==> src/rtl/imm_gen_pipe_if.sv <==
// imm_gen_pipe_if: decode-side bus for the immediate generator.
//   Input stream : in_valid/in_ready handshake carrying instr, imm_sel, in_tag.
//   Output stream: out_valid/out_ready handshake carrying out_imm, out_tag
//                  (and out_illegal when IMM_ILLEGAL_CHECK_EN is defined).
//   flush        : drops every buffered entry.
// Modports: master = producer/consumer side (decode logic or bench),
//           slave  = the immediate generator itself.
// XLEN and TAG_W must match the parameters of the connected imm_gen_pipe.
interface imm_gen_pipe_if #(
   parameter int XLEN  = 32,
   parameter int TAG_W = 5
);
   logic             flush;
   logic             in_valid;
   logic             in_ready;
   logic [31:0]      instr;
   logic [2:0]       imm_sel;
   logic [TAG_W-1:0] in_tag;
   logic             out_valid;
   logic             out_ready;
   logic [XLEN-1:0]  out_imm;
   logic [TAG_W-1:0] out_tag;
`ifdef IMM_ILLEGAL_CHECK_EN
   logic             out_illegal;
`endif

   modport master (
      output flush, in_valid, instr, imm_sel, in_tag, out_ready,
      input  in_ready, out_valid, out_imm, out_tag
`ifdef IMM_ILLEGAL_CHECK_EN
      , input out_illegal
`endif
   );

   modport slave (
      input  flush, in_valid, instr, imm_sel, in_tag, out_ready,
      output in_ready, out_valid, out_imm, out_tag
`ifdef IMM_ILLEGAL_CHECK_EN
      , output out_illegal
`endif
   );
endinterface

==> src/rtl/imm_gen_pipe.sv <==
// imm_gen_pipe: pipelined RISC-V immediate generator with a 2-entry skid
// buffer. The immediate is formed combinationally from instr when an entry
// is accepted and appears on the outputs exactly one cycle later.
//
// Parameters:
//   XLEN     - immediate width, 32 or 64.
//   TAG_W    - width of the sideband tag carried with each entry.
//   AUTO_SEL - 1: format decoded from the opcode (imm_sel ignored),
//              0: format taken from imm_sel.
// Ports:
//   clk  - clock, all state on the rising edge.
//   rst  - synchronous active-high reset (wins over flush).
//   bus  - imm_gen_pipe_if.slave: input/output handshakes, flush, data.
// Build option:
//   IMM_ILLEGAL_CHECK_EN - adds bus.out_illegal, set for an unmapped opcode
//                          (AUTO_SEL=1) or imm_sel=111 (AUTO_SEL=0).
module imm_gen_pipe #(
   parameter int XLEN     = 32,
   parameter int TAG_W    = 5,
   parameter int AUTO_SEL = 0
) (
   input logic           clk,
   input logic           rst,
   imm_gen_pipe_if.slave bus
);

   localparam logic [2:0] FMT_I     = 3'b000;
   localparam logic [2:0] FMT_S     = 3'b001;
   localparam logic [2:0] FMT_B     = 3'b010;
   localparam logic [2:0] FMT_J     = 3'b011;
   localparam logic [2:0] FMT_U     = 3'b100;
   localparam logic [2:0] FMT_SHAMT = 3'b101;
   localparam logic [2:0] FMT_ZIMM  = 3'b110;
   localparam logic [2:0] FMT_ZERO  = 3'b111;

   localparam logic [6:0] OP_IMM    = 7'b0010011;
   localparam logic [6:0] OP_LOAD   = 7'b0000011;
   localparam logic [6:0] OP_JALR   = 7'b1100111;
   localparam logic [6:0] OP_STORE  = 7'b0100011;
   localparam logic [6:0] OP_BRANCH = 7'b1100011;
   localparam logic [6:0] OP_JAL    = 7'b1101111;
   localparam logic [6:0] OP_LUI    = 7'b0110111;
   localparam logic [6:0] OP_AUIPC  = 7'b0010111;
   localparam logic [6:0] OP_SYSTEM = 7'b1110011;

   typedef struct packed {
      logic [XLEN-1:0]  imm;
      logic [TAG_W-1:0] tag;
`ifdef IMM_ILLEGAL_CHECK_EN
      logic             ill;
`endif
   } entry_t;

   // EMPTY: main invalid; ONE: main valid; FULL: main and skid valid.
   typedef enum logic [1:0] {
      S_EMPTY = 2'd0,
      S_ONE   = 2'd1,
      S_FULL  = 2'd2
   } state_t;

   state_t          state, state_nxt;
   logic            rdy_q;
   entry_t          main_q, skid_q, new_entry;
   logic            accept, pop;
   logic            ld_main, ld_skid, mv_skid;
   logic [2:0]      auto_fmt, fmt;
   logic [31:0]     v32;
   logic [XLEN-1:0] imm_ext;

   // ---------------------------------------------------------------------
   // Format selection
   // ---------------------------------------------------------------------
   always_comb begin
      auto_fmt = FMT_ZERO;
      case (bus.instr[6:0])
         // funct3 001 (slli) and 101 (srli/srai) are exactly funct3[1:0]=01
         OP_IMM:            auto_fmt = (bus.instr[13:12] == 2'b01) ? FMT_SHAMT : FMT_I;
         OP_LOAD, OP_JALR:  auto_fmt = FMT_I;
         OP_STORE:          auto_fmt = FMT_S;
         OP_BRANCH:         auto_fmt = FMT_B;
         OP_JAL:            auto_fmt = FMT_J;
         OP_LUI, OP_AUIPC:  auto_fmt = FMT_U;
         // CSR immediate forms (csrr*i) have funct3[2] set
         OP_SYSTEM:         auto_fmt = bus.instr[14] ? FMT_ZIMM : FMT_I;
         default:           auto_fmt = FMT_ZERO;
      endcase
      fmt = (AUTO_SEL != 0) ? auto_fmt : bus.imm_sel;
   end

   // ---------------------------------------------------------------------
   // Immediate assembly. Every format is first built as a 32-bit value that
   // is already correctly extended to 32 bits; zero-extended formats have
   // bit 31 clear, so a plain sign extension of bit 31 to XLEN is right for
   // all of them.
   // ---------------------------------------------------------------------
   always_comb begin
      v32 = '0;
      case (fmt)
         FMT_I:     v32 = {{20{bus.instr[31]}}, bus.instr[31:20]};
         FMT_S:     v32 = {{20{bus.instr[31]}}, bus.instr[31:25], bus.instr[11:7]};
         FMT_B:     v32 = {{19{bus.instr[31]}}, bus.instr[31], bus.instr[7],
                           bus.instr[30:25], bus.instr[11:8], 1'b0};
         FMT_J:     v32 = {{11{bus.instr[31]}}, bus.instr[31], bus.instr[19:12],
                           bus.instr[20], bus.instr[30:21], 1'b0};
         FMT_U:     v32 = {bus.instr[31:12], 12'h000};
         FMT_SHAMT: v32 = (XLEN == 64) ? {26'd0, bus.instr[25:20]}
                                       : {27'd0, bus.instr[24:20]};
         FMT_ZIMM:  v32 = {27'd0, bus.instr[19:15]};
         default:   v32 = '0;
      endcase
      imm_ext        = {XLEN{v32[31]}};
      imm_ext[31:0]  = v32;
   end

   always_comb begin
      new_entry     = '0;
      new_entry.imm = imm_ext;
      new_entry.tag = bus.in_tag;
`ifdef IMM_ILLEGAL_CHECK_EN
      // A mapped opcode never decodes to FMT_ZERO, so it marks "unmapped".
      new_entry.ill = (AUTO_SEL != 0) ? (auto_fmt == FMT_ZERO)
                                      : (bus.imm_sel == FMT_ZERO);
`endif
   end

   // ---------------------------------------------------------------------
   // Handshake
   // ---------------------------------------------------------------------
   assign accept = bus.in_valid & rdy_q;
   assign pop    = (state != S_EMPTY) & bus.out_ready;

   // ---------------------------------------------------------------------
   // Control FSM: state register / next state / output decode
   // ---------------------------------------------------------------------
   always_ff @(posedge clk) begin
      if (rst) begin
         state <= S_EMPTY;
         rdy_q <= 1'b1;
      end else begin
         state <= state_nxt;
         // Registered ready: open whenever the skid slot will be free.
         rdy_q <= (state_nxt != S_FULL);
      end
   end

   always_comb begin
      state_nxt = state;
      if (bus.flush) begin
         state_nxt = S_EMPTY;
      end else begin
         case (state)
            S_EMPTY: if (accept)       state_nxt = S_ONE;
            S_ONE:   if (accept & !pop) state_nxt = S_FULL;
                     else if (!accept & pop) state_nxt = S_EMPTY;
            S_FULL:  if (pop)          state_nxt = S_ONE;
            default:                   state_nxt = S_EMPTY;
         endcase
      end
   end

   always_comb begin
      ld_main = 1'b0;
      ld_skid = 1'b0;
      mv_skid = 1'b0;
      if (!bus.flush) begin
         case (state)
            S_EMPTY: ld_main = accept;
            S_ONE: begin
               ld_main = accept & pop;
               ld_skid = accept & !pop;
            end
            S_FULL:  mv_skid = pop;
            default: ;
         endcase
      end
   end

   // ---------------------------------------------------------------------
   // Data registers: only written on a load or move so idle cycles do not
   // toggle the wide immediate fields.
   // ---------------------------------------------------------------------
   always_ff @(posedge clk) begin
      if (rst) begin
         main_q <= '0;
         skid_q <= '0;
      end else begin
         if (ld_main)      main_q <= new_entry;
         else if (mv_skid) main_q <= skid_q;
         if (ld_skid)      skid_q <= new_entry;
      end
   end

   assign bus.in_ready    = rdy_q;
   assign bus.out_valid   = (state != S_EMPTY);
   assign bus.out_imm     = main_q.imm;
   assign bus.out_tag     = main_q.tag;
`ifdef IMM_ILLEGAL_CHECK_EN
   assign bus.out_illegal = main_q.ill;
`endif

endmodule

==> src/flat_wrapper.sv <==
// flat-port wrapper written by rule: the top's interface ports become plain ports
module imm_gen_pipe_flat 
#(
   parameter int XLEN     = 32,
   parameter int TAG_W    = 5,
   parameter int AUTO_SEL = 0
)
  (clk, rst, bus_flush, bus_in_valid, bus_instr, bus_imm_sel, bus_in_tag, bus_out_ready, bus_in_ready, bus_out_valid, bus_out_imm, bus_out_tag);
  imm_gen_pipe_if #(.XLEN(XLEN), .TAG_W(TAG_W)) bus_i ();
  input logic clk;
  input logic rst;
  input wire logic [$bits(bus_i.flush)-1:0] bus_flush;
  input wire logic [$bits(bus_i.in_valid)-1:0] bus_in_valid;
  input wire logic [$bits(bus_i.instr)-1:0] bus_instr;
  input wire logic [$bits(bus_i.imm_sel)-1:0] bus_imm_sel;
  input wire logic [$bits(bus_i.in_tag)-1:0] bus_in_tag;
  input wire logic [$bits(bus_i.out_ready)-1:0] bus_out_ready;
  output wire logic [$bits(bus_i.in_ready)-1:0] bus_in_ready;
  output wire logic [$bits(bus_i.out_valid)-1:0] bus_out_valid;
  output wire logic [$bits(bus_i.out_imm)-1:0] bus_out_imm;
  output wire logic [$bits(bus_i.out_tag)-1:0] bus_out_tag;
  assign bus_i.flush = bus_flush;
  assign bus_i.in_valid = bus_in_valid;
  assign bus_i.instr = bus_instr;
  assign bus_i.imm_sel = bus_imm_sel;
  assign bus_i.in_tag = bus_in_tag;
  assign bus_i.out_ready = bus_out_ready;
  assign bus_in_ready = bus_i.in_ready;
  assign bus_out_valid = bus_i.out_valid;
  assign bus_out_imm = bus_i.out_imm;
  assign bus_out_tag = bus_i.out_tag;
  imm_gen_pipe #(.XLEN(XLEN), .TAG_W(TAG_W), .AUTO_SEL(AUTO_SEL)) u_core (.clk(clk), .rst(rst), .bus(bus_i));
endmodule
==> config.mk <==
export PLATFORM = sky130hd
export DESIGN_NAME = imm_gen_pipe_flat
export DESIGN_NICKNAME = d
export VERILOG_FILES = /design/src/rtl/imm_gen_pipe_if.sv /design/src/rtl/imm_gen_pipe.sv /design/src/flat_wrapper.sv
export SDC_FILE = /design/constraint.sdc
export NUM_CORES = 1
export LEC_CHECK = 0
export ABC_AREA = 1
export CORE_UTILIZATION = 50
export DETAILED_ROUTE_END_ITERATION = 8
export PLACE_DENSITY = 0.78
export RECOVER_POWER = 100
export SLEW_MARGIN = 20
export SYNTH_ARGS = -nofsm -noshare
export SYNTH_HDL_FRONTEND = slang
export SYNTH_SLANG_ARGS = --single-unit
==> constraint.sdc <==
create_clock -name clk -period 2.07 [get_ports clk]
set_input_delay 0.621 -clock clk [delete_from_list [all_inputs] [get_ports clk]]
set_output_delay 0.621 -clock clk [all_outputs]
set_load 0.02 [all_outputs]
# [Word level (Yosys, flattened, before mapping)]
# Index checks and enable logic that the tools add are counted.
[word_totals] ff_bits=77 inputBits=45 output_inout_bits=39
[classes] eq_ne=9 muxes=15 bitwise=5 n_reduce_logical=6
[op_table] cell="$pmux W32 S7" n=1
[op_table] cell="$mux W37" n=2
[op_table] cell="$mux W2" n=5
[op_table] cell="$eq A3 B3 Y1 const B" n=3
[op_table] cell="$eq A3 B2 Y1 const B" n=2
[op_table] cell="$pmux W2 S3" n=1
[op_table] cell="$and A1 B1 Y1" n=5
[op_table] cell="$mux W1" n=5
[op_table] cell="$reduce_bool A2 Y1" n=2
[op_table] cell="$eq A3 B1 Y1 const B" n=1
[op_table] cell="$logic_not A3 Y1" n=1
[op_table] cell="$eq A2 B1 Y1 const B" n=1
[op_table] cell="$eq A2 B2 Y1 const B" n=1
[op_table] cell="$logic_not A1 Y1" n=2
[op_table] cell="$logic_not A2 Y1" n=1
[op_table] cell="$ne A2 B2 Y1 const B" n=1
[op_table] cell="$pmux W1 S2" n=1

# [Depth between registers and ports, before layout]
[depth] depth_word=8 mapped_depth=9 mapped_depth_nobuf=8

# [Worst setup path after synthesis]
# OpenSTA, ideal clock, no wires.
[synth_timing] kind="in2reg" startpoint="input bus_in_valid" endpoint="register u_core.main_q, in the netlist u_core.bus.out_imm[17]" setup_ns=0.109 arrival_time_ns=1.433 slack_ns=0.528 stages=9 path_buffers=2 path_cell_list="nand2_2 nor2_4 nand3_2 buf_6 buf_6 nand3_2 nand3_1 nand2_1 inv_1"
[synth_via] elab_chain_cells=5
[synth_lines] item="start: declaration" line="flat_wrapper.sv:13" source="input wire logic [$bits(bus_i.in_valid)-1:0] bus_in_valid;"
[synth_lines] item="$and A1 B1 Y1 (*)" line="imm_gen_pipe.sv:129" source="assign accept = bus.in_valid & rdy_q;"
[synth_lines] item="$and A1 B1 Y1" line="imm_gen_pipe.sv:169" source="ld_main = accept & pop;"
[synth_lines] item="$pmux W1 S2 (*)" line="imm_gen_pipe.sv:166" source="case (state)"
[synth_lines] item="$mux W1 (*)" line="imm_gen_pipe.sv:165" source="if (!bus.flush) begin"
[synth_lines] item="$mux W37 or $reduce_bool A2 Y1 (tied branches)"
[synth_lines] item="end signal: assignment" line="imm_gen_pipe.sv:187" source="if (ld_main) main_q <= new_entry;"
[synth_lines] item="end signal: assignment" line="imm_gen_pipe.sv:188" source="else if (mv_skid) main_q <= skid_q;"
[synth_lines] item="end: declaration" line="imm_gen_pipe.sv:63" source="entry_t main_q, skid_q, new_entry;"
# Mark *: on every way between the ends. The rest lies on a longest branch, timed or not.
# A chain may end at the register's enable or synchronous reset.

# [Worst setup path in the final report]
[layout_timing] startpoint="register u_core.main_q, in the netlist u_core.bus.out_imm[1]" endpoint="output bus_out_imm[1]"
[layout_rtl] item="end: declaration" line="flat_wrapper.sv:20" source="output wire logic [$bits(bus_i.out_imm)-1:0] bus_out_imm;"
# No word-level cell between the ends.

==> results.ini <==
[setup_path]
r2r_slack_ns=0.59
crit_buf_inv=1
end_kind=output pin
r2r_cells=6
cpLargestDelayFamily=buffers and inverters
startpoint=u_core.bus.out_imm[1]
reg2reg_to=u_core.bus.out_imm[13]
crit_required_ns=1.45
crit_chain=dlygate4sd3_1
critical_path_arrival_ns=1.38
critPathMaxFanout=2
start_kind=flip-flop
critPathKind=reg2out
rr_startpoint=u_core.state[0]
slowest_delay_ns=0.68
slowest_stage=dlygate4sd3_1
worst-path-stages=1
endpoint=bus_out_imm[1]

[timing]
drv_slew=0
report.final.setup_viol=0
max_freq_mhz=500
post-route-min-period_ns=2.00
slew_headroom=0.734
grt_setup_unrepaired=false
worst_slack_ns=0.0711
setup_tns_ns=0
fin_skew_ns=0.00752
fin_crit_sh=0.966
finalHoldViolCount=0
worstMarginPinSlew_ns=0.400

[min_path]
worstHoldPathType=reg2reg

[route]
avgRoutedWirePerCell_um=14.1
ant_nets=0
vias=4116
firstDrtPassIters=7
viasPerCell=5.47
drt_iter0_drc=252
drc=0
drt_wl_total_mm=10.6

[die]
start_util=0.517
die_area_um2=8350
core_um2=7730
rows=32
ios=84
die_x_um=91.4
die_y_um=91.4

[finish]
mostFrequentLayoutCells=114 x nand2_1, 87 x nand3_1, 77 x dfxtp_1
n_antenna_cell=0
nets=690
drive_gt1_frac=0.118
fillers=684
synthToLayoutAreaGrowth_pct=26.9
final_common_cell=nand2_1

[clock_tree]
htree_levels=3
ctsResizeCount=1
cts_tree=built
cts_buffers=9
cts_setup_buffers=0
cts.clk_slew.worst_paths_ns=0.08
cts-root-buf=clkbuf_8
cts_hold_buf=0
cts_buffer_depth=2
cts_sinks=77
clk_latency_ns=0.35

[logic_synthesis]
ys_warn_count=0
yosysSeqAreaShare=0.386
synth_cells=567
yosysUniqueCellTypes=25
ys_ff_latch=77
netlist_area_um2=4000
avgSynthCellArea_um2=7.05
synth_top_area_cell=dfxtp_1
synth.area.top_cells=dfxtp_1 39%, nand2_1 10%, nand3_1 9.5%, o21ai_1 5.4%, nand3_2 5.3%
syn_nets=612
yosysTopAreaCellShare=0.386

[placed_design]
port_buffers=76
gp_congestion=0.929
dpl.hpwl_mm=7.29
pre_cts_ws_ns=-0.0453

[pwr]
powerDensity_nw_per_um2=650
p_leak_uw=0.00228
ir_drop_uv=435

[global_route]
grt_pass1_vias=3834
antenna_found_initial=0
grt_pass1_wl_mm=18.0
grt_max_degree=32
globalRouteOverflowTotal=0
grtUsageTotal=0.267

[run]
drv_cap=0

[status]
status=complete, no violations

==> synth_stat cells (all sizes together) <==
library cell	count
clkbuf	4
a31oi	1
o31ai	1
a21oi	42
inv	58
nand2	116
buf	37
nand3	98
nor2	61
dfxtp	77
o21ai	48
nand4	24
==> per-layer routing <==
layer / track usage / vias up / wire length (um)
met1: 0.354 / 1885 / 4610
met4: 0.0833 / 0 / 126
met5: 0 / - / 0
met2: 0.439 / 195 / 5040
met3: 0.0494 / 15 / 830
li1: - / 2021 / -
==> flip-flops by register name, summed over array words and instances, names as in the netlist <==
register,count
u_core.bus.out_tag,5
u_core.bus.out_imm,32
u_core.state,2
u_core.skid_q,37
u_core.bus.in_ready,1
==> worst min-delay path, stage by stage, from the launching register on <==
cell and delay (ns):
dfxtp_1 0.30, inv_1 0.06, a21oi_1 0.06
==> report_power, final <==
part           total, uW  internal, uW  leakage, uW  switching (uW)
Clock               1190           623     0.000106             563
Sequential          1550          1530     0.000625            23.8
Combinational        561           238      0.00155             322
==> cell type report <==
| cell class | count | area [um^2] | area share |
|---|---|---|---|
| clock buffers | 11 | 151 | 0.0299 |
| clock inverters | 5 | 56.3 | 0.0111 |
| multi-input cells | 391 | 1900 | 0.374 |
| inverters | 58 | 218 | 0.0429 |
| well taps | 102 | 128 | 0.0252 |
| repair buffers | 108 | 1080 | 0.213 |
| flip-flops and latches | 77 | 1540 | 0.304 |
==> worst min path at each step <==
stage / from / endpoint / slack [ns] / depth (start not counted)
2_1_floorplan: u_core.skid_q[10] / u_core.skid_q[10] / 0.43 / 2
3_3_place_gp: u_core.skid_q[4] / u_core.skid_q[4] / 0.44 / 2
3_5_place_dp: u_core.skid_q[2] / u_core.skid_q[2] / 0.45 / 2
4_1_cts: u_core.skid_q[0] / u_core.skid_q[0] / 0.46 / 2
5_1_grt: u_core.skid_q[4] / u_core.skid_q[4] / 0.48 / 2
6_report: u_core.skid_q[1] / u_core.skid_q[1] / 0.46 / 2
==> through the flow <==
stage	total power [uW]	util	instances	instance area, um^2	hold WS [ns]
6_report	3300	0.656	752	5070	0.460
5_1_grt	3430	0.656	752	5070	0.480
4_1_cts	3340	0.670	752	5170	0.462
3_5_place_dp	2170	0.643	736	4970	0.451
3_3_place_gp	2150	0.643	736	4970	0.438
2_1_floorplan	1910	-	567	4000	0.429
==> cells by family after synthesis <==
group,after synthesis,share of synthesized area
AO/OA/AOI/OAI,92,0.124
buffers and inverters,99,0.122
flip-flops,77,0.386
AND/OR/NAND/NOR,299,0.369
No activity file was read; power rests on OpenSTA's default activity.
